==> config.mk <==
export PLATFORM = sky130hd
export DESIGN_NAME = vc_rr_arbiter_flat
export DESIGN_NICKNAME = d
export VERILOG_FILES = /design/src/rtl/vc_rr_arbiter_pkg.sv /design/src/rtl/vc_rr_arbiter_if.sv /design/src/rtl/vc_rr_arbiter_rr_pick4.sv /design/src/rtl/vc_rr_arbiter.sv /design/src/flat_wrapper.sv
export SDC_FILE = /design/constraint.sdc
export NUM_CORES = 1
export LEC_CHECK = 0
export ABC_AREA = 1
export CORE_MARGIN = 4
export CORE_UTILIZATION = 46
export DETAILED_ROUTE_END_ITERATION = 6
export PLACE_DENSITY = 0.82
export SETUP_SLACK_MARGIN = 0.02
export SLEW_MARGIN = 20
export SYNTH_ARGS = -nofsm -noshare
export SYNTH_HDL_FRONTEND = slang
export SYNTH_HIERARCHICAL = 1
export SYNTH_SLANG_ARGS = --single-unit
==> constraint.sdc <==
create_clock -name clk -period 3.7 [get_ports clk]
set_clock_uncertainty 0.05 [all_clocks]
set_input_delay 0.37 -clock clk [delete_from_list [all_inputs] [get_ports clk]]
set_output_delay 0.37 -clock clk [all_outputs]
set_load 0.02 [all_outputs]
==> src/rtl/vc_rr_arbiter_pkg.sv <==
// Shared types for the VC round-robin arbiter: channel count, VC index type
// and the one-hot FSM state encoding.
package vc_rr_arbiter_pkg;

  localparam int NUM_VC = 4;
  localparam int VC_W   = 2;

  typedef logic [VC_W-1:0] vc_idx_t;

  typedef enum logic [2:0] {
    S_IDLE = 3'b001,
    S_ARB  = 3'b010,
    S_XFER = 3'b100
  } arb_state_e;

  function automatic logic [NUM_VC-1:0] vc_onehot(input vc_idx_t v);
    logic [NUM_VC-1:0] oh;
    oh    = '0;
    oh[v] = 1'b1;
    return oh;
  endfunction

endpackage

==> src/rtl/vc_rr_arbiter_if.sv <==
// Bundle of VC-FIFO read side and output-FIFO write side seen by the arbiter.
// master = arbiter, slave = FIFO environment.
interface vc_rr_arbiter_if #(
  parameter int DATA_W = 10
) ();
  import vc_rr_arbiter_pkg::*;

  logic [NUM_VC-1:0]        fifo_empty;
  logic [NUM_VC-1:0]        pause;
  logic [NUM_VC*DATA_W-1:0] data_in;
  logic                     out_almost_full;
  logic                     out_full;
  logic [NUM_VC-1:0]        pop;
  logic                     push;
  logic [DATA_W-1:0]        data_out;

  modport master (
    input  fifo_empty, pause, data_in, out_almost_full, out_full,
    output pop, push, data_out
  );

  modport slave (
    output fifo_empty, pause, data_in, out_almost_full, out_full,
    input  pop, push, data_out
  );

endinterface

==> src/rtl/vc_rr_arbiter_rr_pick4.sv <==
// Rotating-priority picker: first eligible VC after last_grant, wrapping 3->0.
module rr_pick4
  import vc_rr_arbiter_pkg::*;
(
  input  logic [NUM_VC-1:0] eligible,
  input  vc_idx_t           last_grant,
  output vc_idx_t           grant,
  output logic              any
);

  vc_idx_t idx;

  always_comb begin
    grant = last_grant;
    any   = 1'b0;
    idx   = last_grant;
    // Offset NUM_VC wraps back onto last_grant itself, so it is checked last.
    for (int k = 1; k <= NUM_VC; k++) begin
      idx = last_grant + VC_W'(k);
      if (!any && eligible[idx]) begin
        grant = idx;
        any   = 1'b1;
      end
    end
  end

endmodule

==> src/rtl/vc_rr_arbiter.sv <==
// Round-robin burst scheduler draining four VC FIFOs into one output FIFO.
// Optional per-VC grant counters when ARB_GRANT_CNT_EN is defined.
module vc_rr_arbiter
  import vc_rr_arbiter_pkg::*;
#(
  parameter int DATA_W    = 10,
  parameter int MAX_BURST = 4
`ifdef ARB_GRANT_CNT_EN
  ,
  parameter int CNT_W     = 8
`endif
) (
  input  logic              clk,
  input  logic              reset,
  input  logic              init,
  vc_rr_arbiter_if.master   bus,
  output logic [VC_W-1:0]   active_vc,
  output logic              idle,
  output logic              error
`ifdef ARB_GRANT_CNT_EN
  ,
  output logic [NUM_VC*CNT_W-1:0] grant_cnt
`endif
);

  localparam logic [3:0] MAX_B = 4'(MAX_BURST);

  arb_state_e        state_q, state_d;
  vc_idx_t           active_vc_q, active_vc_d;
  vc_idx_t           last_grant_q, last_grant_d;
  logic [3:0]        burst_cnt_q, burst_cnt_d;
  logic [NUM_VC-1:0] eligible;
  logic [NUM_VC-1:0] pop_d;
  logic              grant_stb;
  vc_idx_t           pick_grant;
  logic              pick_any;

  logic              vld_p0_q, vld_p0_d;
  vc_idx_t           vc_p0_q, vc_p0_d;
  logic              vld_p1_q, vld_p1_d;
  logic [DATA_W-1:0] data_p1_q, data_p1_d;
  logic              error_q, error_d;

  assign eligible = ~bus.fifo_empty & ~bus.pause;

  rr_pick4 u_pick (
    .eligible   (eligible),
    .last_grant (last_grant_q),
    .grant      (pick_grant),
    .any        (pick_any)
  );

  always_comb begin
    state_d      = state_q;
    active_vc_d  = active_vc_q;
    last_grant_d = last_grant_q;
    burst_cnt_d  = burst_cnt_q;
    pop_d        = '0;
    grant_stb    = 1'b0;
    if (init) begin
      state_d      = S_IDLE;
      active_vc_d  = '0;
      last_grant_d = vc_idx_t'(NUM_VC - 1);
      burst_cnt_d  = '0;
    end else begin
      unique case (state_q)
        S_IDLE: begin
          if (|eligible && !bus.out_almost_full) state_d = S_ARB;
        end
        S_ARB: begin
          if (pick_any) begin
            active_vc_d  = pick_grant;
            last_grant_d = pick_grant;
            burst_cnt_d  = '0;
            grant_stb    = 1'b1;
            state_d      = S_XFER;
          end else begin
            state_d = S_IDLE;
          end
        end
        S_XFER: begin
          // Almost-full only stalls; losing eligibility gives up the grant.
          if (!eligible[active_vc_q]) begin
            state_d = S_ARB;
          end else if (!bus.out_almost_full) begin
            pop_d       = vc_onehot(active_vc_q);
            burst_cnt_d = burst_cnt_q + 4'd1;
            if (burst_cnt_d >= MAX_B) state_d = S_ARB;
          end
        end
        default: state_d = S_IDLE;
      endcase
    end
  end

  // Stage p0: popped VC index travels while the FIFO returns its word.
  // Stage p1: word registered onto data_out together with push.
  always_comb begin
    vld_p0_d  = |pop_d;
    vc_p0_d   = active_vc_q;
    vld_p1_d  = vld_p0_q;
    data_p1_d = vld_p0_q ? bus.data_in[int'(vc_p0_q)*DATA_W +: DATA_W] : data_p1_q;
    error_d   = error_q | (vld_p1_q & bus.out_full);
    if (init) begin
      vld_p0_d = 1'b0;
      vld_p1_d = 1'b0;
      error_d  = 1'b0;
    end
  end

  always_ff @(posedge clk or posedge reset) begin
    if (reset) begin
      state_q      <= S_IDLE;
      active_vc_q  <= '0;
      last_grant_q <= vc_idx_t'(NUM_VC - 1);
      burst_cnt_q  <= '0;
      vld_p0_q     <= 1'b0;
      vc_p0_q      <= '0;
      vld_p1_q     <= 1'b0;
      data_p1_q    <= '0;
      error_q      <= 1'b0;
    end else begin
      state_q      <= state_d;
      active_vc_q  <= active_vc_d;
      last_grant_q <= last_grant_d;
      burst_cnt_q  <= burst_cnt_d;
      vld_p0_q     <= vld_p0_d;
      vc_p0_q      <= vc_p0_d;
      vld_p1_q     <= vld_p1_d;
      data_p1_q    <= data_p1_d;
      error_q      <= error_d;
    end
  end

  assign bus.pop      = pop_d;
  assign bus.push     = vld_p1_q;
  assign bus.data_out = data_p1_q;
  assign active_vc    = active_vc_q;
  assign idle         = (state_q == S_IDLE) && !vld_p0_q && !vld_p1_q;
  assign error        = error_q;

`ifdef ARB_GRANT_CNT_EN
  logic [CNT_W-1:0] gcnt_q [NUM_VC];
  logic [CNT_W-1:0] gcnt_d [NUM_VC];

  always_comb begin
    for (int i = 0; i < NUM_VC; i++) gcnt_d[i] = gcnt_q[i];
    if (init) begin
      for (int i = 0; i < NUM_VC; i++) gcnt_d[i] = '0;
    end else if (grant_stb && (gcnt_q[pick_grant] != '1)) begin
      gcnt_d[pick_grant] = gcnt_q[pick_grant] + CNT_W'(1);
    end
  end

  always_ff @(posedge clk or posedge reset) begin
    if (reset) begin
      for (int i = 0; i < NUM_VC; i++) gcnt_q[i] <= '0;
    end else begin
      for (int i = 0; i < NUM_VC; i++) gcnt_q[i] <= gcnt_d[i];
    end
  end

  for (genvar g = 0; g < NUM_VC; g++) begin : g_cnt_out
    assign grant_cnt[g*CNT_W +: CNT_W] = gcnt_q[g];
  end
`endif

endmodule

==> src/flat_wrapper.sv <==
// flat-port wrapper written by rule: the top's interface ports become plain ports
module vc_rr_arbiter_flat import vc_rr_arbiter_pkg::*;
#(
  parameter int DATA_W    = 10,
  parameter int MAX_BURST = 4

)
  (clk, reset, init, active_vc, idle, error, bus_fifo_empty, bus_pause, bus_data_in, bus_out_almost_full, bus_out_full, bus_pop, bus_push, bus_data_out);
  vc_rr_arbiter_if #(.DATA_W(DATA_W)) bus_i ();
  input  logic clk;
  input  logic reset;
  input  logic init;
  output logic [VC_W-1:0] active_vc;
  output logic idle;
  output logic error;
  input wire logic [$bits(bus_i.fifo_empty)-1:0] bus_fifo_empty;
  input wire logic [$bits(bus_i.pause)-1:0] bus_pause;
  input wire logic [$bits(bus_i.data_in)-1:0] bus_data_in;
  input wire logic [$bits(bus_i.out_almost_full)-1:0] bus_out_almost_full;
  input wire logic [$bits(bus_i.out_full)-1:0] bus_out_full;
  output wire logic [$bits(bus_i.pop)-1:0] bus_pop;
  output wire logic [$bits(bus_i.push)-1:0] bus_push;
  output wire logic [$bits(bus_i.data_out)-1:0] bus_data_out;
  assign bus_i.fifo_empty = bus_fifo_empty;
  assign bus_i.pause = bus_pause;
  assign bus_i.data_in = bus_data_in;
  assign bus_i.out_almost_full = bus_out_almost_full;
  assign bus_i.out_full = bus_out_full;
  assign bus_pop = bus_i.pop;
  assign bus_push = bus_i.push;
  assign bus_data_out = bus_i.data_out;
  vc_rr_arbiter #(.DATA_W(DATA_W), .MAX_BURST(MAX_BURST)) u_core (.clk(clk), .reset(reset), .init(init), .bus(bus_i), .active_vc(active_vc), .idle(idle), .error(error));
endmodule
# After elaboration in Yosys (flattened, before gate mapping)
# Index checks and enable logic that the tools add are counted.
[word_totals]
register_bits = 26
in_bits = 53
out_inout_bits = 19
elab_cells = 100
[op_classes]
add_sub_neg = 4
mul = 1
order_cmp = 7
n_eq_ne = 9
n_shift = 1
mux = 43
n_bitwise = 5
n_reduce_logical = 21
[ops]
columns = ["op", "count"]
rows = [
  ["40-bit by 32-bit variable part select with 10-bit output", 1],
  ["4-bit two-way mux", 8],
  ["3-bit two-way mux", 6],
  ["2-bit two-way mux", 8],
  ["2-bit by 3-bit less-than comparator with 1-bit output, second input constant", 5],
  ["1-bit two-way mux", 13],
  ["1-bit binary-select mux with 2-bit select", 5],
  ["3-bit by 2-bit != test with 1-bit output, second input constant", 3],
  ["3-bit one-hot mux with 3 select lines", 1],
  ["4-bit != test, second input constant", 2],
  ["4-bit inverter", 2],
  ["4-bit one-hot mux with 2 select lines", 1],
  ["4-bit OR reduction", 2],
  ["1-bit logical AND", 7],
  ["1-bit zero test", 6],
  ["2-bit by 3-bit multiplier with 5-bit output, second input constant", 1],
  ["2-bit adder, second input constant", 2],
  ["4-bit by 1-bit adder with 4-bit output, second input constant", 1],
  ["4-bit AND", 1],
  ["4-bit by 3-bit greater-or-equal comparator with 1-bit output, second input constant", 1],
  ["4-bit AND reduction", 1],
  ["2-bit nonzero test", 2],
  ["3-bit by 1-bit equality test with 1-bit output, second input constant", 1],
  ["3-bit by 2-bit equality test with 1-bit output, second input constant", 1],
  ["other kinds (10)", 10],
]

# Depth between registers and ports, before layout
# Gate-level depths: netlist of the first run.
[depth]
word_depth = 17
mapped_depth = 14
mapped_depth_nobuf = 14

# Hierarchy
# The synthesis of the first run kept the hierarchy.
[modules_own_cells]
columns = ["mod", "n_inst", "cells_per_inst", "area_each_um2", "seq_area_each_um2"]
rows = [
  ["vc_rr_arbiter", 1, 218, 1515.2, 654.4],
  ["rr_pick4", 1, 46, 231.5, 0.0],
]

# Worst setup path before layout of the first run
# Ideal clock, no wire load.
[synth_path]
kind = "register -> output"
startpoint = "register u_core.active_vc_q[1], in the netlist u_core/active_vc[1]"
endpoint = "output port bus_pop[0]"
t_arrival_ps = 1522
required_time_ps = 3280
slack_ps = 1758
path_stages_with_launch = 8
path_buffers = 0
path_cell_list = "dfrtp_1 -> inv_2 -> nor2_1 -> o21ai_1 -> nand2_2 -> nor2_4 -> nand3_4 -> nor3_1"
[synth_between]
elab_chain_len = 8
word_cells_on_any_way = 11
cone_classes = "order compare (2); mux (8); reduce/logical (1)"
[synth_rtl]
columns = ["item", "line_no", "source"]
rows = [
  ["start: declaration", "vc_rr_arbiter.sv:29", "vc_idx_t active_vc_q, active_vc_d;"],
  ["start signal: assignment", "vc_rr_arbiter.sv:124", "active_vc_q <= active_vc_d;"],
  ["2-bit by 3-bit less-than comparator with 1-bit output (implied by the code) / 2-bit by 1-bit greater-or-equal comparator with 1-bit output (equally long branches)", "vc_rr_arbiter_pkg.sv:19", "oh[v] = 1'b1;"],
  ["1-bit logical AND (implied by the code)", "vc_rr_arbiter_pkg.sv:19", ""],
  ["1-bit two-way mux (implied by the code)", "vc_rr_arbiter_pkg.sv:19", ""],
  ["1-bit demux with 2-bit select", "-", ""],
  ["4-bit two-way mux", "vc_rr_arbiter.sv:85", "end else if (!bus.out_almost_full) begin"],
  ["4-bit two-way mux (*)", "vc_rr_arbiter.sv:83", "if (!eligible[active_vc_q]) begin"],
  ["4-bit two-way mux (*)", "vc_rr_arbiter.sv:66", "unique case (state_q)"],
  ["4-bit two-way mux (*)", "vc_rr_arbiter.sv:60", "if (init) begin"],
  ["end: declaration", "flat_wrapper.sv:21", "output wire logic [$bits(bus_i.pop)-1:0] bus_pop;"],
]
# Mark *: on every way between the ends. The rest lies on a longest branch, timed or not. The select of a mux whose other input is x is not followed.

# Final worst setup path of the first run
[layout_path]
startpoint = "register u_core.active_vc_q[1], in the netlist u_core/active_vc[1]"
endpoint = "output port bus_pop[3]"
# Same word-level chain as after synthesis.

==> impl_metrics.py, run 1 <==
metrics = {
    "outcome": {
        "status": "complete, no violations",
    },
    "timing": {
        "worst_slew_pin_slew_ns": 0.941,
        "layout_min_cycle_time_ns": 2.55,
        "fin_ws_ns": 1.15,
        "slew_violations": 0,
        "finalHoldViolCount": 0,
        "finalSetupViolCount": 0,
        "period_share": 0.690,
        "rsz0062_at_grt": "false",
        "setup-tns-final_ns": 0,
        "slew_headroom": 0.372,
        "fmax_mhz": 392,
    },
    "global_route": {
        "track_usage": 0.199,
        "antenna_found_initial": 0,
        "grt_max_degree": 27,
        "grt_overflow": 0,
        "grt_pass1_vias": 1744,
        "grt_pass1_wl_mm": 8.07,
    },
    "detailed_routing": {
        "drc": 0,
        "via_per_inst": 4.97,
        "via_count": 1884,
        "ant_nets": 0,
        "wl_per_cell_um": 12.4,
        "drt-pass1-iter-count": 4,
        "drt-initial-drc-count": 121,
        "wirelength_mm": 4.68,
    },
    "logic_synthesis": {
        "synth-main-ff-cell": "dfrtp_1",
        "syn-cell-area_um2": 1750,
        "yosysMostFrequentCell": "nor2_1",
        "postSynthAreaPerCell_um2": 6.62,
        "async_flop_share": 1.00,
        "synth_commonest_cells": "nor2_1, nand2_1, inv_1, dfrtp_1, o21ai_0",
        "syn_nets": 318,
        "synth_top_area_cell": "dfrtp_1",
        "synth-seq-cells": 26,
        "synth-edff-count": 0,
        "synthTopCellsByArea": "dfrtp_1, nor2_1, nand2_1",
        "ys_types": 30,
        "synth_top_area_frac": 0.330,
        "postSynthCellCount": 264,
        "yosysSeqAreaShare": 0.375,
        "ys_warn_count": 6,
    },
    "power": {
        "p_int_uw": 510,
        "clockPowerShare": 0.245,
        "vdd_drop_max_uv": 243,
        "comb_power_share": 0.308,
        "switching_share": 0.309,
        "share_seq_of_total_power": 0.447,
        "p_leak_uw": 0.00117,
        "powerDensity_nw_per_um2": 291,
        "switchingPower_uw": 228,
        "power_uw": 738,
    },
    "critical_path": {
        "r2r-start": "u_core/last_grant_q[0]",
        "start_kind": "register",
        "ff2ff_setup_slack_ns": 1.55,
        "cp_max_fo": 8,
        "r2r_end": "u_core/burst_cnt_q[0]",
        "cp.required_ns": 3.28,
        "ff2ff_path_depth": 12,
        "critPathKind": "register to primary output",
        "worstSetupEndpointType": "primary output",
        "crit_arrival_ns": 2.13,
    },
    "cts": {
        "cts.sinks": 26,
        "post_cts.repair.setup_buffers": 0,
        "insertion_delay_ns": 0.27,
        "clock-root-buffer": "clkbuf_8",
        "cts_buffers": 3,
        "cts_resized": 0,
        "postCtsHoldBufs": 0,
        "htree_levels": 1,
        "clk_path_buf_depth": 2,
        "clkTransAtPathRegs_ns": 0.08,
        "tritoncts": "yes",
    },
    "placed_design": {
        "place_ws_ns": 1.16,
        "gp_congestion": 0.834,
        "dpl.hpwl_mm": 3.65,
        "io_buffers": 71,
        "place_inst": 375,
    },
    "cells_and_area": {
        "fin_cells": 379,
        "syn_to_final_growth_pct": 45.0,
        "postLayoutCoreUtil": 0.692,
        "fillers": 317,
        "drive_gt1_frac": 0.0755,
        "fin_nets": 386,
        "insertedDiodeCount": 0,
    },
    "floorplan": {
        "boundaryPins": 72,
        "core_region_area_um2": 3660,
        "start_util": 0.477,
        "die-height_um": 69.6,
        "rows": 22,
        "die_w_um": 69.6,
        "die-area_um2": 4850,
    },
    "min_path": {
        "worstHoldPathType": "register to register",
        "hold_start": "u_core/error",
        "min_to": "u_core/error",
        "hold_path_depth": 2,
    },
    "run": {
        "maxCapViolations": 0,
    },
}
[through the flow]
stage / hold WS (ns) / area (µm²)
6_report: 0.451 / 2530
5_1_grt: 0.504 / 2530
4_1_cts: 0.457 / 2530
3_5_place_dp: 0.433 / 2480
3_3_place_gp: 0.429 / 2480
2_1_floorplan: 0.358 / 1750
[state kept, by name, indices dropped and copies added, names as in the netlist]
| signal | cells |
|---|---|
| u_core/error | 1 |
| u_core/burst_cnt_q | 4 |
| u_core/active_vc | 2 |
| u_core/bus.data_out | 10 |
| u_core/vld_p0_q | 1 |
| u_core/last_grant_q | 2 |
| u_core/vc_p0_q | 2 |
| u_core/bus.push | 1 |
| u_core/state_q | 3 |
[worst max-delay path by stage]
stage / start / endpoint / slack (ns) / cells after the start
6_report: u_core/active_vc[1] / bus_pop[3] / 1.15 / 8
5_1_grt: u_core/active_vc[0] / bus_pop[3] / 0.98 / 8
4_1_cts: u_core/active_vc[1] / bus_pop[3] / 1.13 / 8
3_5_place_dp: bus_pause[0] / bus_pop[2] / 1.16 / 9
3_3_place_gp: bus_pause[0] / bus_pop[2] / 1.21 / 9
2_1_floorplan: u_core/active_vc[1] / bus_pop[0] / 1.76 / 7
[power groups by stage]
stage          sequential, µW  clock, µW  combinational (µW)
6_report                  330        181                 227
3_3_place_gp              335          0                 225
2_1_floorplan             332          0                 128
5_1_grt                   334        196                 255
3_5_place_dp              335          0                 227
4_1_cts                   330        186                 228
[cells by family after synthesis]
logic type      count (synthesis)  synth area share
flops                          26             0.375
xor+xnor                        1           0.00502
compound gates                 43             0.134
simple gates                  154             0.388
buf+inv                        39            0.0917
fa+ha+maj                       1           0.00716
[cell type report]
class | instances | area [µm²] | area share
repair buffers | 71 | 711 | 0.281
flip-flops and latches | 26 | 654 | 0.258
multi-input cells | 199 | 932 | 0.368
well taps | 48 | 60.1 | 0.0237
clock buffers | 4 | 55.1 | 0.0217
inverters | 31 | 120 | 0.0474
[layout by cell type, fill, tap and decap left out, types with 2 or more instances in the layout]
master	synthesis	routed
a21oi_1	6	6
dfstp_2	3	3
clkbuf_8	0	4
nand2_1	55	55
o21ai_0	22	22
inv_2	4	4
o22ai_1	2	2
dfrtp_1	23	23
nand4_1	4	4
o21ai_1	2	2
nor3_1	5	5
nand2_2	6	6
a31oi_1	10	10
clkdlybuf4s50_1	0	71
nand3_1	14	14
inv_1	24	24
nor2_1	64	64
[per-layer routing]
metal / routed length (µm) / GRT usage / up-vias
met4: 25 / 0.0383 / 0
met1: 2220 / 0.286 / 820
met2: 2040 / 0.304 / 73
met3: 393 / 0.0522 / 4
li1: - / - / 987
met5: 0 / 0 / -
[worst max-delay path, stage by stage (launching register included)]
cell and delay, ns:
dfrtp_1 0.48, inv_2 0.13, nor2_1 0.04, o21ai_1 0.10, nand2_2 0.08, nor2_4 0.15, nand3_4 0.10, nor3_1 0.15
clkdlybuf4s50_1 0.63
Note: power is estimated with default switching activity, not from simulation.
==> run 2, diff against run 1 <==
CORE_UTILIZATION = 39   (was 46)
PLACE_DENSITY = 0.74   (was 0.82)
clock period = 2.2 ns   (was 3.7 ns; I/O delays follow)
==> impl_metrics.py, run 2 (synthesis gave the netlist of run 1 again) <==
metrics = {
    "cells_and_area": {
        "insertedDiodeCount": 0,
        "syn_to_final_growth_pct": 49.6,
        "largest_register_ffs": 10,
        "fin_nets": 398,
        "final_common_cell": "clkdlybuf4s50_1",
        "drive_gt1_frac": 0.120,
        "postLayoutCoreUtil": 0.600,
        "fillers": 417,
        "fin_cells": 395,
        "layout_common_cells": "clkdlybuf4s50_1, nor2_1, nand2_1, inv_1, o21ai_0",
    },
    "power": {
        "comb_power_share": 0.335,
        "clockPowerShare": 0.219,
        "p_leak_uw": 0.00124,
        "switching_share": 0.316,
        "power_uw": 1230,
        "switchingPower_uw": 389,
        "powerDensity_nw_per_um2": 472,
        "share_seq_of_total_power": 0.446,
        "vdd_drop_max_uv": 290,
        "p_int_uw": 844,
    },
    "global_route": {
        "antenna_found_initial": 0,
        "grt_pass1_vias": 1828,
        "grt_max_degree": 27,
        "grt_pass1_wl_mm": 8.07,
        "track_usage": 0.179,
        "grt_overflow": 0,
    },
    "floorplan": {
        "rows": 24,
        "boundaryPins": 72,
        "start_util": 0.401,
        "die-area_um2": 5610,
        "die-height_um": 74.9,
        "die_w_um": 74.9,
        "core_region_area_um2": 4350,
    },
    "timing": {
        "layout_min_cycle_time_ns": 2.06,
        "finalSetupViolCount": 0,
        "fmax_mhz": 486,
        "finalHoldViolCount": 0,
        "rsz0062_at_grt": "false",
        "hold_slack_ns": 0.251,
        "slew_headroom": 0.661,
        "setup-tns-final_ns": 0,
        "period_share": 0.936,
        "worst_slew_pin_slew_ns": 0.509,
        "slew_violations": 0,
    },
    "cts": {
        "cts_buffers": 3,
        "tritoncts": "yes",
        "postCtsHoldBufs": 0,
        "htree_levels": 1,
        "cts.sinks": 26,
        "post_cts.repair.setup_buffers": 0,
        "clock-root-buffer": "clkbuf_8",
        "clk_path_buf_depth": 2,
        "clkTransAtPathRegs_ns": 0.09,
        "insertion_delay_ns": 0.26,
    },
    "critical_path": {
        "start_kind": "register",
        "crit_arrival_ns": 1.79,
        "cp_max_fo": 5,
        "worstSetupEndpointType": "primary output",
        "critPathKind": "register to primary output",
        "cp.required_ns": 1.93,
    },
    "detailed_routing": {
        "ant_nets": 0,
        "wl_per_cell_um": 12.5,
        "wirelength_mm": 4.92,
        "drc": 0,
        "via_count": 1936,
        "drt-pass1-iter-count": 5,
        "via_per_inst": 4.90,
        "drt-initial-drc-count": 68,
    },
    "run": {
        "maxCapViolations": 0,
    },
    "placed_design": {
        "io_buffers": 71,
        "dpl.hpwl_mm": 3.87,
        "place_inst": 391,
        "gp_congestion": 0.792,
    },
    "min_path": {
        "worstHoldPathType": "primary input to async pin",
    },
    "outcome": {
        "status": "complete, no violations",
    },
}
==> run 2: cell types whose count changed in the layout (fill, tap and decap cells not counted), sizes merged <==
| cell | delta |
|---|---|
| clkbuf | +2 |
| dlygate4sd2 | +2 |
| clkdlybuf4s50 | -5 |
| dlymetal6s2s | +1 |
| buf | +12 |
==> run 2: per-stage QoR <==
step / setup WS [ns] / instance area (µm²)
global placement: 0.0251 / 2570
global route: 0.0212 / 2610
detailed placement: -0.0240 / 2570
CTS: 0.0778 / 2610
finish: 0.141 / 2610
floorplan: 0.383 / 1750
==> run 2: what timing repair did <==
item,in CTS,in global routing
endpoints found under the setup margin,4,9
pin swaps,0,0
resized for setup,5,9
==> run 2: final timing paths <==
path | startpoint | end | slack, ns | depth (start not counted)
min reg2reg | u_core/burst_cnt_q[3] | u_core/burst_cnt_q[3] | 0.46 | 2
max in group asynchronous | reset | u_core/last_grant_q[1] | 1.55 | 3
max | u_core/state_q[2] | bus_pop[3] | 0.14 | 7
max reg2reg | u_core/last_grant_q[0] | u_core/burst_cnt_q[0] | 0.33 | 12
min in group clk | u_core/burst_cnt_q[3] | u_core/burst_cnt_q[3] | 0.46 | 2
min | reset | u_core/burst_cnt_q[0] | 0.25 | 3
==> run 2: power groups by stage <==
stage | Clock (µW) | Sequential, µW | Combinational [µW]
floorplan | 0 | 558 | 215
global placement | 0 | 557 | 408
detailed placement | 0 | 559 | 415
CTS | 281 | 550 | 417
global route | 297 | 555 | 458
finish | 270 | 550 | 413
==> run 2: cell type report <==
cell class,count,area (µm²),share of cell area
multi-input combinational,199,936,0.358
timing repair buffer,83,791,0.303
sequential,26,657,0.251
inverter,31,120,0.0460
tap,52,65.1,0.0249
clock buffer,4,45.0,0.0172
==> run 2: worst max-delay path, cell delays in order, from the launching register on <==
cell	delay, ns
dfrtp_1	0.44
inv_2	0.08
nor3_4	0.16
nand3_2	0.11
nor2_4	0.15
nand3_4	0.10
nor3_1	0.13
dlygate4sd2_1	0.36
==> run 2: routing by layer <==
| layer | wire length [µm] | GRT usage | vias up |
|---|---|---|---|
| li1 | - | - | 1006 |
| met1 | 2200 | 0.237 | 861 |
| met2 | 2150 | 0.303 | 65 |
| met3 | 543 | 0.0454 | 4 |
| met4 | 27 | 0.0217 | 0 |
| met5 | 0 | 0 | - |
==> run 3, diff against run 2 <==
CORE_ASPECT_RATIO = 1.1   (was default)
CORE_UTILIZATION = 40   (was 39)
CTS_BUF_LIST = sky130_fd_sc_hd__clkbuf_8   (was default)
PLACE_DENSITY = 0.75   (was 0.74)
==> impl_metrics.py, run 3 (synthesis gave the netlist of run 1 again) <==
metrics = {
    "detailed_routing": {
        "drt-pass1-iter-count": 4,
        "via_per_inst": 4.94,
        "ant_nets": 0,
        "drc": 0,
        "wirelength_mm": 4.69,
        "drt-initial-drc-count": 82,
        "wl_per_cell_um": 11.9,
        "via_count": 1940,
    },
    "floorplan": {
        "rows": 24,
        "die-height_um": 77.3,
        "start_util": 0.428,
        "core_region_area_um2": 4080,
        "die_w_um": 71.0,
        "die-area_um2": 5490,
        "boundaryPins": 72,
    },
    "critical_path": {
        "crit_buf_inv": 1,
        "crit_arrival_ns": 1.78,
        "cp_max_fo": 4,
        "path_delay_family": "buffers and inverters",
        "cp.required_ns": 1.93,
        "ff2ff_path_depth": 12,
        "start_kind": "register",
        "path_depth": 3,
        "ff2ff_setup_slack_ns": 0.24,
        "cp_cell_sequence": "nand2_1 -> nor4_1 -> clkdlybuf4s50_1",
        "r2r_end": "u_core/burst_cnt_q[1]",
        "critPathKind": "register to primary output",
        "worstSetupEndpointType": "primary output",
        "slowest_stage": "clkdlybuf4s50_1",
        "slowest_delay_ns": 0.66,
        "r2r-start": "u_core/last_grant_q[0]",
    },
    "timing": {
        "slew_violations": 0,
        "rsz0062_at_grt": "false",
        "layout_min_cycle_time_ns": 2.05,
        "fmax_mhz": 488,
        "worst_slew_pin_slew_ns": 0.479,
        "period_share": 0.932,
        "finalSetupViolCount": 0,
        "finalHoldViolCount": 0,
        "slew_headroom": 0.680,
    },
    "global_route": {
        "grt-busiest-layer": "met2",
        "grt_pass1_vias": 1739,
        "met2_usage": 0.275,
        "grt_overflow": 0,
        "track_usage": 0.172,
        "grt_pass1_wl_mm": 7.90,
        "grt_max_degree": 27,
        "met1_usage": 0.239,
        "grtUsageMet3": 0.0353,
        "antenna_found_initial": 0,
    },
    "cells_and_area": {
        "fillers": 385,
        "postLayoutCoreUtil": 0.639,
        "insertedDiodeCount": 0,
        "layout_common_cells": "clkdlybuf4s50_1, nor2_1, nand2_1, inv_1, dfrtp_1",
        "largest_register_ffs": 10,
        "final_common_cell": "clkdlybuf4s50_1",
        "syn_to_final_growth_pct": 49.4,
        "finalInstanceArea_um2": 2610,
        "drive_gt1_frac": 0.114,
        "fin_nets": 396,
    },
    "placed_design": {
        "dpl.hpwl_mm": 3.72,
        "gp_congestion": 0.844,
        "dpl_cell_area_um2": 2560,
        "io_buffers": 71,
    },
    "power": {
        "vdd_drop_max_uv": 297,
        "p_int_uw": 956,
        "switching_share": 0.285,
        "switchingPower_uw": 381,
        "comb_power_share": 0.305,
        "powerDensity_nw_per_um2": 512,
        "share_seq_of_total_power": 0.411,
        "clockPowerShare": 0.284,
        "p_leak_uw": 0.00124,
    },
    "cts": {
        "postCtsHoldBufs": 0,
        "clkTransAtPathRegs_ns": 0.09,
        "insertion_delay_ns": 0.26,
        "htree_levels": 1,
        "clock-root-buffer": "clkbuf_8",
        "tritoncts": "yes",
        "cts.sinks": 26,
        "clk_path_buf_depth": 2,
        "cts_buffers": 3,
    },
    "min_path": {
        "worstHoldPathType": "primary input to async pin",
    },
    "outcome": {
        "status": "complete, no violations",
    },
    "run": {
        "maxCapViolations": 0,
    },
}
run 3: power groups by stage:
stage	Clock, µW	Sequential (µW)	Combinational (µW)
5_1_grt	412	555	451
6_report	380	549	407
2_1_floorplan	0	558	215
3_5_place_dp	0	558	405
3_3_place_gp	0	556	403
4_1_cts	394	549	409
run 3: metrics by stage:
stage / setup TNS, ns / std cells / power (µW) / hold WS, ns / setup WS [ns]
floorplan: 0 / 264 / 772 / 0.208 / 0.383
finish: 0 / 393 / 1340 / 0.255 / 0.149
global route: 0 / 393 / 1420 / 0.305 / 0.0224
global placement: 0 / 389 / 959 / 0.430 / 0.0241
CTS: 0 / 393 / 1350 / 0.262 / 0.0291
detailed placement: -0.113 / 389 / 963 / 0.440 / -0.0464
run 3: final cells by class:
| class | count | area, µm² | share of cell area |
|---|---|---|---|
| tap | 52 | 65.1 | 0.0249 |
| sequential | 26 | 654 | 0.251 |
| clock inverter | 1 | 30.0 | 0.0115 |
| timing repair buffer | 81 | 766 | 0.294 |
| clock buffer | 3 | 41.3 | 0.0158 |
| inverter | 31 | 120 | 0.0460 |
| multi-input combinational | 199 | 932 | 0.357 |
run 3: layer usage:
metal | up-vias | part of all wire
li1 | 1005 | -
met1 | 860 | 0.49
met2 | 71 | 0.43
met3 | 4 | 0.074
met4 | 0 | 0.0055
met5 | - | 0
run 3: how the worst max path moves through the flow:
| stage | from | to |
|---|---|---|
| finish | u_core/state_q[0] | idle |
| floorplan | u_core/last_grant_q[0] | u_core/burst_cnt_q[0] |
| global route | u_core/state_q[0] | idle |
| detailed placement | bus_fifo_empty[0] | bus_pop[3] |
| global placement | bus_pause[0] | bus_pop[0] |
| CTS | u_core/active_vc[1] | bus_pop[1] |
run 3: what timing repair did:
item                                    CTS  global route
endpoints found under the setup margin    4             4
gates resized for setup                   4            12
setup buffers                             0             0
run 3: worst register-to-register path: cells and delay by family (launching register included):
family | cells | cell delay (ns)
compound gates | 2 | 0.37
buf+inv | 1 | 0.08
simple gates | 9 | 0.73
flops | 1 | 0.67
==> edit 1, RTL diff (flow settings as in run 2) <==
Take the reset off `data_p1_q` and load it in a clocked block of its own.
--- a/src/rtl/vc_rr_arbiter.sv
+++ b/src/rtl/vc_rr_arbiter.sv
@@ -117,7 +117,6 @@
       vld_p0_q     <= 1'b0;
       vc_p0_q      <= '0;
       vld_p1_q     <= 1'b0;
-      data_p1_q    <= '0;
       error_q      <= 1'b0;
     end else begin
       state_q      <= state_d;
@@ -127,9 +126,12 @@
       vld_p0_q     <= vld_p0_d;
       vc_p0_q      <= vc_p0_d;
       vld_p1_q     <= vld_p1_d;
-      data_p1_q    <= data_p1_d;
       error_q      <= error_d;
     end
+  end
+
+  always_ff @(posedge clk) begin
+    data_p1_q <= data_p1_d;
   end
 
   assign bus.pop      = pop_d;
Check against the original RTL: differs if reset is asserted again (counterexample within 10 cycles, from zero or initial values and one cycle with reset high); with reset held inactive, the same outputs for 10 cycles.
==> edit 1 against run 2 <==
  * Worst hold slack better by 0.0063 ns
  * Design area fell by 3.9%
  * Sequential power up 3%
  * Combinational power decreased by 7.0%
  * Setup slack gained 0.088 ns
  * First-iteration DRC count up 46%
  * Synthesized area shrank 2.7%
  * Wire length decreased by 6.7%
  * Cell count fell by 8.4%
  * Power down 0.81%
  * Count of clock-buffer cells in the layout unchanged
  * Sequential cell count unchanged
  * Critical endpoint is now u_core/burst_cnt_q[3]
  * Highest routed layer unchanged
==> edit 1: results <==
export IMPL_async_flop_share=0.615
export IMPL_cpMaxStageDelayCell="dfstp_2"
export IMPL_status="complete, no violations"
export IMPL_synth_area_top_cells="dfrtp_1 (19%), edfxtp_1 (18%), nand2_1 (13%), nor2_1 (7.5%), o21ai_0 (7.1%)"
export IMPL_synth_common_cells="nand2_1 (57), nor2_1 (34), inv_1 (30)"
export IMPL_crit_path_max_fanout=7
export IMPL_min_path_type="in -> async"
export IMPL_hpwl_um=3710
export IMPL_syn_nets=291
export IMPL_grt_max_degree=22
export IMPL_tightest_slew_ns=0.592
export IMPL_final_layout_size_suffix_gt1_frac=0.109
export IMPL_crit_path_max_incr_delay_ns=0.62
export IMPL_grt_pass1_wl_um=7110
export IMPL_synth_seq_area_share=0.414
export IMPL_placed_area_um2=2490
export IMPL_synth_cell_types=26
export IMPL_grt_pass1_vias=1635
export IMPL_vias_per_cell=4.97
export IMPL_synth_edff_count=10
export IMPL_drtPass1Iterations=4
export IMPL_crit_path_start="u_core/last_grant_q[0]"
export IMPL_globalplace_congestion=0.865
export IMPL_core_area_um2=4120
export IMPL_track_usage=0.164
export IMPL_p_leak_nw=1.18
export IMPL_wire_per_inst_um=12.7
edit 1: cell types whose count changed after synthesis, sizes merged, moves of 2 or more:
cell | before | now
inv | 29 | 33
dfrtp | 23 | 13
o22ai | 2 | 12
buf | 3 | 1
nand2 | 62 | 65
a31oi | 10 | 0
edfxtp | 0 | 10
nor2 | 65 | 35
edit 1: cell type report:
type	instances	area, um^2
multi-input cells	171	831
clock buffers	4	45.0
inverters	34	135
repair buffers	77	734
flip-flops and latches	26	704
fillers	389	1600
well taps	50	62.6
edit 1: through the flow:
stage                     setup slack (ns)  std cells
after floorplan                      0.420        237
after global placement              0.0382        358
after detailed placement           0.00524        358
after CTS                           0.0757        362
after global routing                0.0417        362
final                                0.228        362
edit 1: layer usage:
metal  routed length (um)  share of wire  global-route usage  vias to the layer above
li1                     -              -                   -                      925
met1                 2000           0.44               0.208                      800
met2                 2080           0.45               0.280                       72
met3                  491           0.11              0.0432                        2
met4                   17         0.0037              0.0362                        0
met5                    0              0                   0                        -
edit 1: cells by family (layout without fill, tap and decap cells):
logic type               count (synthesis)  after routing  synth area share
AND/OR/NAND/NOR                        126            126             0.335
AO/OA/AOI/OAI                           43             43             0.141
buffers and inverters                   40            115            0.0971
flip-flops                              26             26             0.414
adder cells (fa/ha/maj)                  1              1           0.00736
XOR/XNOR                                 1              1           0.00515
edit 1: final timing paths:
| kind | to | slack [ns] | depth (start not counted) |
|---|---|---|---|
| worst max-delay path | u_core/burst_cnt_q[3] | 0.23 | 12 |
| worst min-delay path | u_core/bus.push | 0.26 | 2 |
| worst max register to register | u_core/burst_cnt_q[3] | 0.23 | 12 |
| worst min register to register | u_core/bus.push | 0.46 | 2 |
| max in group asynchronous | u_core/active_vc[1] | 1.46 | 2 |
| min in group clk | u_core/bus.push | 0.46 | 2 |
edit 1: repair_timing:
item / CTS / global route
endpoints found under the hold margin: 0 / 0
hold buffers: 0 / 0
endpoints found under the setup margin: 5 / 4
gates resized for setup: 5 / 11
setup buffers: 0 / 0
edit 1: critical path: cells and delay by family (launching register included):
kind	cells	cell delay [ns]
flops	1	0.62
buf+inv	1	0.07
compound gates	1	0.14
simple gates	10	1.02
edit 1: power breakdown:
part	switching [W]	leakage (nW)	internal, W
clock network	0.000144	0.0228	0.000129
logic	0.000197	0.850	0.000187
registers	0.0000299	0.302	0.000536
total	0.000370	1.18	0.000853
==> edit 2, RTL diff (config.mk and constraints of run 2) <==
Without the edit above. `DATA_W` is set to 10 in 3 places; all go to 14.
--- a/src/rtl/vc_rr_arbiter_if.sv
+++ b/src/rtl/vc_rr_arbiter_if.sv
@@ -1,7 +1,7 @@
 // Bundle of VC-FIFO read side and output-FIFO write side seen by the arbiter.
 // master = arbiter, slave = FIFO environment.
 interface vc_rr_arbiter_if #(
-  parameter int DATA_W = 10
+  parameter int DATA_W = 14
 ) ();
   import vc_rr_arbiter_pkg::*;
 
--- a/src/rtl/vc_rr_arbiter.sv
+++ b/src/rtl/vc_rr_arbiter.sv
@@ -3,7 +3,7 @@
 module vc_rr_arbiter
   import vc_rr_arbiter_pkg::*;
 #(
-  parameter int DATA_W    = 10,
+  parameter int DATA_W    = 14,
   parameter int MAX_BURST = 4
 `ifdef ARB_GRANT_CNT_EN
   ,
--- a/src/flat_wrapper.sv
+++ b/src/flat_wrapper.sv
@@ -1,7 +1,7 @@
 // flat-port wrapper written by rule: the top's interface ports become plain ports
 module vc_rr_arbiter_flat import vc_rr_arbiter_pkg::*;
 #(
-  parameter int DATA_W    = 10,
+  parameter int DATA_W    = 14,
   parameter int MAX_BURST = 4
 
 )
Interface: changed (resized bus_data_in and bus_data_out); port bits go from 72 to 92. The function was not compared with the original's and may differ.
==> edit 2 against run 2 <==
  * Cell count grew 22%
  * Sequential cell count grew 4
  * Synthesized cell count grew 16%
  * Critical path depth shrank 1
  * Wire length grew 29%
  * Design area grew 23%
  * Setup slack gained 0.040 ns
  * Power grew 33%
  * Synthesized area grew 16%
  * Maximum frequency grew 2.0%
  * Critical endpoint is now bus_pop[0]
  * Sequential share of layout area shrank 1.6 points
  * Largest cell class unchanged
==> edit 2: results <==
export IMPL_place_ws_ns=-0.0447
export IMPL_grt_max_degree=31
export IMPL_syn_nets=376
export IMPL_clkTransAtPathRegs_ns=0.07
export IMPL_hpwl_um=4810
export IMPL_nFillCells=463
export IMPL_period_share=0.918
export IMPL_p_leak_nw=1.51
export IMPL_antenna_found_initial=0
export IMPL_vdd_drop_max_mv=0.264
export IMPL_met1_usage=0.241
export IMPL_globalplace_congestion=0.812
export IMPL_r2r_setup_slack_ns=0.28
export IMPL_final_layout_size_suffix_gt1_frac=0.126
export IMPL_status="complete, no violations"
export IMPL_antenna_cells=0
export IMPL_crit_path_start="u_core/state_q[1]"
export IMPL_drtPass1Iterations=4
export IMPL_vias_per_cell=4.89
export IMPL_track_usage=0.194
export IMPL_nNetsFinal=481
export IMPL_grt_util_met3=0.0561
export IMPL_ctsHtreeMaxLevel=2
export IMPL_drt_first_iter_violations=87
export IMPL_grt_pass1_vias=2244
export IMPL_crit_path_max_incr_delay_ns=0.42
export IMPL_numCtsBuffers=5
export IMPL_port_buffers=91
export IMPL_synth_area_top_cells="dfrtp_1 (33%), nor2_1 (16%), nand2_1 (9.6%), o21ai_0 (7.9%), inv_1 (4.6%)"
export IMPL_crit_path_max_fanout=5
export IMPL_grt_util_met2=0.326
export IMPL_synth_seq_area_share=0.372
export IMPL_grt_pass1_wl_um=9780
export IMPL_syn_avg_cell_area_um2=6.64
export IMPL_largest_reg_flops=14
export IMPL_synth_cell_types=30
export IMPL_crit_arrival_ns=1.75
export IMPL_wire_per_inst_um=13.2
export IMPL_tightest_slew_ns=0.542
export IMPL_clock_latency_ns=0.28
export IMPL_placed_cells_incl_taps=471
export IMPL_synth_common_cells="nor2_1 (87), nand2_1 (52), o21ai_0 (32)"
export IMPL_wirelength_um=6370
[edit 2: cell count changes in the layout (fill, tap and decap cells not counted), sizes merged, moves of 2 or more]
cell           delta
clkdlybuf4s50    +20
dlygate4sd2       +2
buf               +6
dfrtp             +4
a31oi             +4
nor2             +25
inv               +2
o21ai             +8
[edit 2: path summary, 6_finish.rpt]
path | end | cells past startpoint
worst min register to register | u_core/vc_p0_q[0] | 0
max in group asynchronous | u_core/last_grant_q[1] | 3
worst max register to register | u_core/burst_cnt_q[0] | 12
worst min-delay path | u_core/bus.data_out[9] | 3
min in group clk | u_core/vc_p0_q[0] | 0
worst max-delay path | bus_pop[0] | 6
[edit 2: logic make-up after synthesis]
| logic type | share of synthesized area |
|---|---|
| simple gates | 0.383 |
| compound gates | 0.148 |
| buf+inv | 0.0863 |
| flops | 0.372 |
| xor+xnor | 0.00431 |
| fa+ha+maj | 0.00616 |
[edit 2: where the power goes]
part	leakage, nW	internal [W]	switching [W]	total, W
Sequential	0.333	0.000586	0.0000351	0.000622
Clock	0.0579	0.000333	0.000213	0.000546
Combinational	1.11	0.000247	0.000230	0.000477
Total	1.51	0.00117	0.000478	0.00164
[edit 2: repair_timing]
| item | CTS | global route |
|---|---|---|
| gates resized for setup | 5 | 2 |
| setup endpoints to repair | 4 | 5 |
| buffers inserted | 0 | 3 |
| endpoints found under the hold margin | 0 | 0 |
| pin swaps | 0 | 0 |
[edit 2: per-layer routing]
| layer | vias up | part of all wire |
|---|---|---|
| li1 | 1197 | - |
| met1 | 1050 | 0.43 |
| met2 | 102 | 0.46 |
| met3 | 8 | 0.092 |
| met4 | 0 | 0.015 |
| met5 | - | 0 |
[edit 2: critical path: cells and delay by family (launching register included)]
family / cells / cell delay (ns)
buf+inv: 1 / 0.35
simple gates: 5 / 0.69
flops: 1 / 0.42
[edit 2: layout make-up]
type                       count  share of cell area
clock buffer                   5              0.0214
clock inverter                 3              0.0124
inverter                      31              0.0370
multi-input combinational    234               0.342
sequential                    30               0.235
tap                           70              0.0272
timing repair buffer         109               0.324
[edit 2: through the flow]
step | area, um^2 | hold WS [ns]
global route | 3220 | 0.291
floorplan | 2030 | 0.236
CTS | 3190 | 0.292
finish | 3220 | 0.264
detailed placement | 3090 | 0.445
global placement | 3090 | 0.429
